$ cat src/rtl/pipe_pkg.sv
// Shared types and constants for the pipeline-control sequencer.
package pipe_pkg;

    typedef enum logic [1:0] {
        ST_RUN   = 2'd0,
        ST_DRAIN = 2'd1,
        ST_HALT  = 2'd2
    } state_e;

    localparam int DRAIN_DEPTH_DEF = 3;
    localparam int CNT_W_DEF       = 16;

    // One bit per pipeline control line driven by pipe_ctrl.
    typedef struct packed {
        logic pc_we;
        logic ifid_we;
        logic ifid_flush;
        logic idex_we;
        logic idex_bubble;
        logic exmem_we;
        logic memwb_we;
        logic memwb_bubble;
    } ctrl_t;

    // Everything off: what the pipeline sees while in reset.
    localparam ctrl_t CTRL_NOP  = '0;
    // Free-running advance: every register loads, nothing squashed.
    localparam ctrl_t CTRL_DFLT = '{pc_we: 1'b1, ifid_we: 1'b1, ifid_flush: 1'b0,
                                    idex_we: 1'b1, idex_bubble: 1'b0, exmem_we: 1'b1,
                                    memwb_we: 1'b1, memwb_bubble: 1'b0};

endpackage

$ cat src/rtl/pipe_ctrl_sat_counter.sv
// Saturating up-counter: sticks at all-ones instead of wrapping.
module sat_counter #(
    parameter int W = 16
) (
    input  logic         clk,
    input  logic         rst,
    input  logic         inc,
    output logic [W-1:0] cnt
);

    logic [W-1:0] cnt_q;

    // Count on inc until every bit is set, then hold.
    always_ff @(posedge clk) begin
        if (rst)
            cnt_q <= '0;
        else if (inc && (cnt_q != '1))
            cnt_q <= cnt_q + W'(1);
    end

    assign cnt = cnt_q;

endmodule

$ cat src/rtl/pipe_ctrl.sv
// Pipeline-control sequencer: per-cycle register enables, flush/bubble
// selection, halt/drain FSM and performance counters.
module pipe_ctrl
    import pipe_pkg::*;
#(
    parameter int CNT_W       = CNT_W_DEF,
    parameter int DRAIN_DEPTH = DRAIN_DEPTH_DEF
) (
    input  logic             clk,
    input  logic             rst,
    input  logic             stall,
    input  logic             br_taken,
    input  logic             hlt_id,
    input  logic             dmem_req,
    input  logic             dmem_rdy,
    output logic             pc_we,
    output logic             ifid_we,
    output logic             ifid_flush,
    output logic             idex_we,
    output logic             idex_bubble,
    output logic             exmem_we,
    output logic             memwb_we,
    output logic             memwb_bubble,
    output logic             halted,
    output logic [CNT_W-1:0] cyc_cnt,
    output logic [CNT_W-1:0] stall_cnt,
    output logic [CNT_W-1:0] flush_cnt,
    output logic [CNT_W-1:0] memwait_cnt
);

    localparam int DW = $clog2(DRAIN_DEPTH + 1);

    state_e        state_q;
    logic [DW-1:0] drain_q;
    logic          halted_q;
    logic          freeze;
    ctrl_t         ctrl;

    // A pending data-memory access freezes everything up to MEM; a halted
    // core no longer honours the memory handshake.
    assign freeze = dmem_req & ~dmem_rdy & (state_q != ST_HALT);

    // Control lines by priority: reset, freeze, then the state's own rules.
    always_comb begin
        ctrl = CTRL_DFLT;
        if (rst) begin
            ctrl = CTRL_NOP;
        end else if (freeze) begin
            ctrl.pc_we        = 1'b0;
            ctrl.ifid_we      = 1'b0;
            ctrl.idex_we      = 1'b0;
            ctrl.exmem_we     = 1'b0;
            ctrl.memwb_bubble = 1'b1;   // WB must not replay the held MEM op
            ctrl.ifid_flush   = (state_q == ST_DRAIN);
        end else begin
            case (state_q)
                ST_RUN: begin
                    if (stall) begin
                        ctrl.pc_we       = 1'b0;
                        ctrl.ifid_we     = 1'b0;
                        ctrl.idex_bubble = 1'b1;
                    end else if (br_taken) begin
                        ctrl.ifid_flush  = 1'b1;
                    end else if (hlt_id) begin
                        ctrl.pc_we       = 1'b0;
                        ctrl.ifid_flush  = 1'b1;
                    end
                end
                ST_DRAIN: begin
                    ctrl.pc_we      = 1'b0;
                    ctrl.ifid_flush = 1'b1;
                end
                ST_HALT: begin
                    ctrl.pc_we       = 1'b0;
                    ctrl.ifid_we     = 1'b0;
                    ctrl.idex_bubble = 1'b1;
                end
                default: ctrl = CTRL_DFLT;
            endcase
        end
    end

    assign pc_we        = ctrl.pc_we;
    assign ifid_we      = ctrl.ifid_we;
    assign ifid_flush   = ctrl.ifid_flush;
    assign idex_we      = ctrl.idex_we;
    assign idex_bubble  = ctrl.idex_bubble;
    assign exmem_we     = ctrl.exmem_we;
    assign memwb_we     = ctrl.memwb_we;
    assign memwb_bubble = ctrl.memwb_bubble;

    // Halt/drain FSM: HLT in ID lets the older stages retire, frozen cycles
    // do not count toward the drain, and only reset leaves HALT.
    always_ff @(posedge clk) begin
        if (rst) begin
            state_q  <= ST_RUN;
            drain_q  <= '0;
            halted_q <= 1'b0;
        end else begin
            case (state_q)
                ST_RUN: begin
                    if (!freeze && !stall && !br_taken && hlt_id) begin
                        state_q <= ST_DRAIN;
                        drain_q <= DW'(DRAIN_DEPTH);
                    end
                end
                ST_DRAIN: begin
                    if (!freeze) begin
                        drain_q <= drain_q - DW'(1);
                        if (drain_q == DW'(1)) begin
                            state_q  <= ST_HALT;
                            halted_q <= 1'b1;
                        end
                    end
                end
                default: state_q <= state_q;
            endcase
        end
    end

    assign halted = halted_q;

    logic inc_cyc, inc_stall, inc_flush, inc_mem;

    // Counter events mirror exactly which action the control logic applied.
    assign inc_cyc   = (state_q != ST_HALT);
    assign inc_stall = (state_q == ST_RUN) & ~freeze & stall;
    assign inc_flush = (state_q == ST_RUN) & ~freeze & ~stall & br_taken;
    assign inc_mem   = freeze;

    sat_counter #(.W(CNT_W)) u_cyc   (.clk(clk), .rst(rst), .inc(inc_cyc),   .cnt(cyc_cnt));
    sat_counter #(.W(CNT_W)) u_stall (.clk(clk), .rst(rst), .inc(inc_stall), .cnt(stall_cnt));
    sat_counter #(.W(CNT_W)) u_flush (.clk(clk), .rst(rst), .inc(inc_flush), .cnt(flush_cnt));
    sat_counter #(.W(CNT_W)) u_mem   (.clk(clk), .rst(rst), .inc(inc_mem),   .cnt(memwait_cnt));

endmodule

$ cat config.mk
export PLATFORM = sky130hd
export DESIGN_NAME = pipe_ctrl
export DESIGN_NICKNAME = d
export VERILOG_FILES = /design/src/rtl/pipe_pkg.sv /design/src/rtl/pipe_ctrl_sat_counter.sv /design/src/rtl/pipe_ctrl.sv
export SDC_FILE = /design/constraint.sdc
export NUM_CORES = 1
export LEC_CHECK = 0
export CAP_MARGIN = 10
export CELL_PAD_IN_SITES_DETAIL_PLACEMENT = 1
export CELL_PAD_IN_SITES_GLOBAL_PLACEMENT = 2
export CORE_MARGIN = 5
export CORE_UTILIZATION = 25
export CTS_BUF_LIST = sky130_fd_sc_hd__clkbuf_16
export CTS_CLUSTER_SIZE = 12
export DETAILED_ROUTE_END_ITERATION = 12
export PLACE_DENSITY_LB_ADDON = 0.1
export SYNTH_ARGS = -nofsm -noshare
export SYNTH_HDL_FRONTEND = slang
export SYNTH_SLANG_ARGS = --single-unit
$ cat constraint.sdc
create_clock -name clk -period 2 [get_ports clk]
set_input_delay 0.5 -clock clk [delete_from_list [all_inputs] [get_ports clk]]
set_output_delay 0.5 -clock clk [all_outputs]
set_load 0.1 [all_outputs]
==> metrics.yaml <==
run_status:
  status: "finished with violations"
  violations: "negative setup slack"
placed_design:
  port_buffers: 79
  dp_cells: 758
  place_hpwl_um: 9503
  place_congestion: 0.8052
cells_and_area:
  drive_gt1_share_pct: 50.67
  final_nets: 608
  final-seq-area_um2: 1534
  fillers: 1662
  area_delta_synth_final_pct: 78.55
  post_layout_nonfiller_instances: 786
  multi_input_area_um2: 2729
  antennaDiodeCount: 0
setup_path:
  cp.required_ns: 1.50
  cp-end-kind: "output pin"
  start_kind: "flop"
  critPathKind: "reg2out"
  crit_top_cell: "buf_6"
  cp_slowest_stage_delay_ns: 0.41
  crit_arrival_ns: 1.76
  slowest_stage: "a2111oi_4"
  path_cells: "inv_2 > ha_4 > buf_6 > buf_6 > a2111oi_4 > buf_12"
  crit_path_max_fanout: 3
floorplan:
  die-area_um2: 18130
  core_um2: 15200
  rows: 45
  die_w_um: 134.7
  fp.dieH_um: 134.7
  io_pins: 80
  initial_core_util_pct: 25.56
power_and_ir_drop:
  vdd_drop_max_mv: 0.4179
  leakagePower_nw: 2.509
  cellPowerDensity_nw_per_um2: 536.4
detailed_routing:
  firstDrtPassIters: 4
  drtIter0Drc: 107
  wl_per_cell_um: 16.27
  vias: 4000
  routed_wl_um: 12790
  postRouteAntennaNets: 0
  drc: 0
  vias_per_cell: 5.089
timing:
  period_needed_ns: 2.255
  fin_crit_sh_pct: 112.8
  maxSlewHeadroom_pct: 57.14
  maxSlewViolCount: 0
  fmax_ghz: 0.4434
  worstMarginPinSlew_ns: 0.6406
  hold_viol: 0
  final-setup-viol-count: 22
  finClkSkew_ns: 0.005623
  final.setup.tns_ns: -2.285
  setup_ws_ns: -0.2553
  grt_setup_unrepaired: "true"
yosys:
  synth_top_cell_by_area: "dfxtp_1"
  synth_cell_types: 50
  yosys_warnings: 0
  syn-num-nets: 480
  syn_inst: 465
  synth_top_area_share_pct: 35.56
  synthFlopType: "dfxtp_1"
  ys_top_cells_by_count: "dfxtp_1 (69), nor2_1 (56), a21oi_1 (35)"
  ys_seq_area_share_pct: 35.56
  synth_area_leaders: "dfxtp_1 (36%), mux2_2 (9.6%), nor2_1 (5.4%)"
  synth-edff-count: 0
  async_flop_share_pct: 0
  syn_area_um2: 3885
  syn_area_per_cell_um2: 8.355
  synth-seq-cells: 69
  synth_most_common_cell: "dfxtp_1"
grt:
  antenna_found_initial: 0
  grt_max_degree: 48
  grt_overflow: 0
  grt_pass1_vias: 4198
  grt_pass1_wl_um: 21490
  grtUsageTotal_pct: 14.68
clocking:
  cts-root-buf: "clkbuf_16"
  clockBufferDepth: 2
  numCtsBuffers: 9
  tritoncts: "done"
  cts.htree.levels: 3
  path_clk_slew_ns: 0.06
  insertion_delay_ns: 0.34
  numClockSinks: 69
min_path:
  min-delay-path-class: "reg2reg"
flow_run:
  cap_violations: 0
## registers in the layout (all words and copies together), names as in the netlist
signal       flops
drain_q          2
halted           1
state_q          2
u_cyc.cnt       16
u_flush.cnt     16
u_mem.cnt       16
u_stall.cnt     16
## critical path: cells and delay by family (launching register included)
family          cells  cell delay [ns]
fa+ha+maj           1             0.15
compound gates      1             0.41
flops               1             0.34
buf+inv             4             0.50
## power breakdown
part / switching, W / internal, W
logic: 0.000333 / 0.000219
clock network: 0.000625 / 0.00115
registers: 0.0000272 / 0.00137
## routing by layer
metal  share of wire (%)  wire length (um)  up-vias  global-route usage [%]
li1                    -                 -     1981                       -
met1                  46              5876     1952                   18.59
met2                  50              6355       56                   24.96
met3                 2.8               361       11                   2.683
met4                 1.5               194        0                   5.260
met5                   0                 0        -                       0
## repair_timing
action | 4_1_cts | 5_1_grt
cloned | 0 | 1
pin swaps | 13 | 17
resized for setup | 35 | 35
setup endpoints to repair | 35 | 43
hold buffers | 0 | 0
setup buffers | 7 | 6
## through the flow
stage / hold WS, ns / area, um2 / power, W / util [%] / worst slack, ns
floorplan: 0.4929 / 4272 / 0.001755 / - / -0.5827
global placement: 0.4824 / 6223 / 0.001946 / 40.94 / -0.5214
detailed placement: 0.4963 / 6223 / 0.001955 / 40.94 / -0.5928
CTS: 0.5087 / 6729 / 0.003789 / 44.26 / -0.3251
global route: 0.5276 / 6937 / 0.003873 / 45.63 / -0.3176
finish: 0.5070 / 6937 / 0.003721 / 45.63 / -0.2553
## path summary, 6_finish.rpt
check / from / end / slack, ns / depth (start not counted)
worst max-delay path: state_q[0] / ifid_we / -0.26 / 6
worst min-delay path: u_cyc.cnt[14] / u_cyc.cnt[14] / 0.51 / 2
worst max register to register: state_q[0] / u_stall.cnt[9] / -0.09 / 11
worst min register to register: u_cyc.cnt[14] / u_cyc.cnt[14] / 0.51 / 2
## cells by family (layout without fill, tap and decap cells)
kind of cell | Yosys count | in the layout | synth area share, %
simple gates | 222 | 222 | 31.82
compound gates | 87 | 87 | 14.91
flops | 69 | 69 | 35.56
buf+inv | 42 | 175 | 4.541
mux | 37 | 37 | 10.60
fa+ha+maj | 8 | 8 | 2.577
## final cells by class
type | instances | area share (%)
tap | 188 | 3.391
timing repair buffer | 138 | 29.31
inverter | 21 | 1.136
clock buffer | 10 | 3.608
sequential | 69 | 22.11
multi-input combinational | 354 | 39.34
clock inverter | 6 | 1.100
## cells in the final DEF (no fill, tap or decap), drive strengths merged, types with 2 or more instances in the layout
| master | instances |
|---|---|
| a2111oi | 4 |
| a211oi | 9 |
| a21oi | 35 |
| a31oi | 3 |
| and2 | 3 |
| and3 | 6 |
| and4 | 7 |
| buf | 133 |
| bufinv | 2 |
| clkbuf | 10 |
| clkdlybuf4s50 | 2 |
| clkinv | 2 |
| dfxtp | 69 |
| dlygate4sd2 | 3 |
| ha | 8 |
| inv | 23 |
| mux2 | 33 |
| mux2i | 4 |
| nand2 | 29 |
| nand3 | 20 |
| nand4 | 17 |
| nor2 | 56 |
| nor2b | 28 |
| nor3 | 13 |
| nor4 | 10 |
| nor4b | 2 |
| o211a | 3 |
| o211ai | 3 |
| o21a | 5 |
| o21ai | 5 |
| o31ai | 11 |
| o41ai | 5 |
| or3 | 4 |
| or3b | 2 |
| or4 | 14 |
| or4b | 4 |
(Power assumes the default switching activity.)
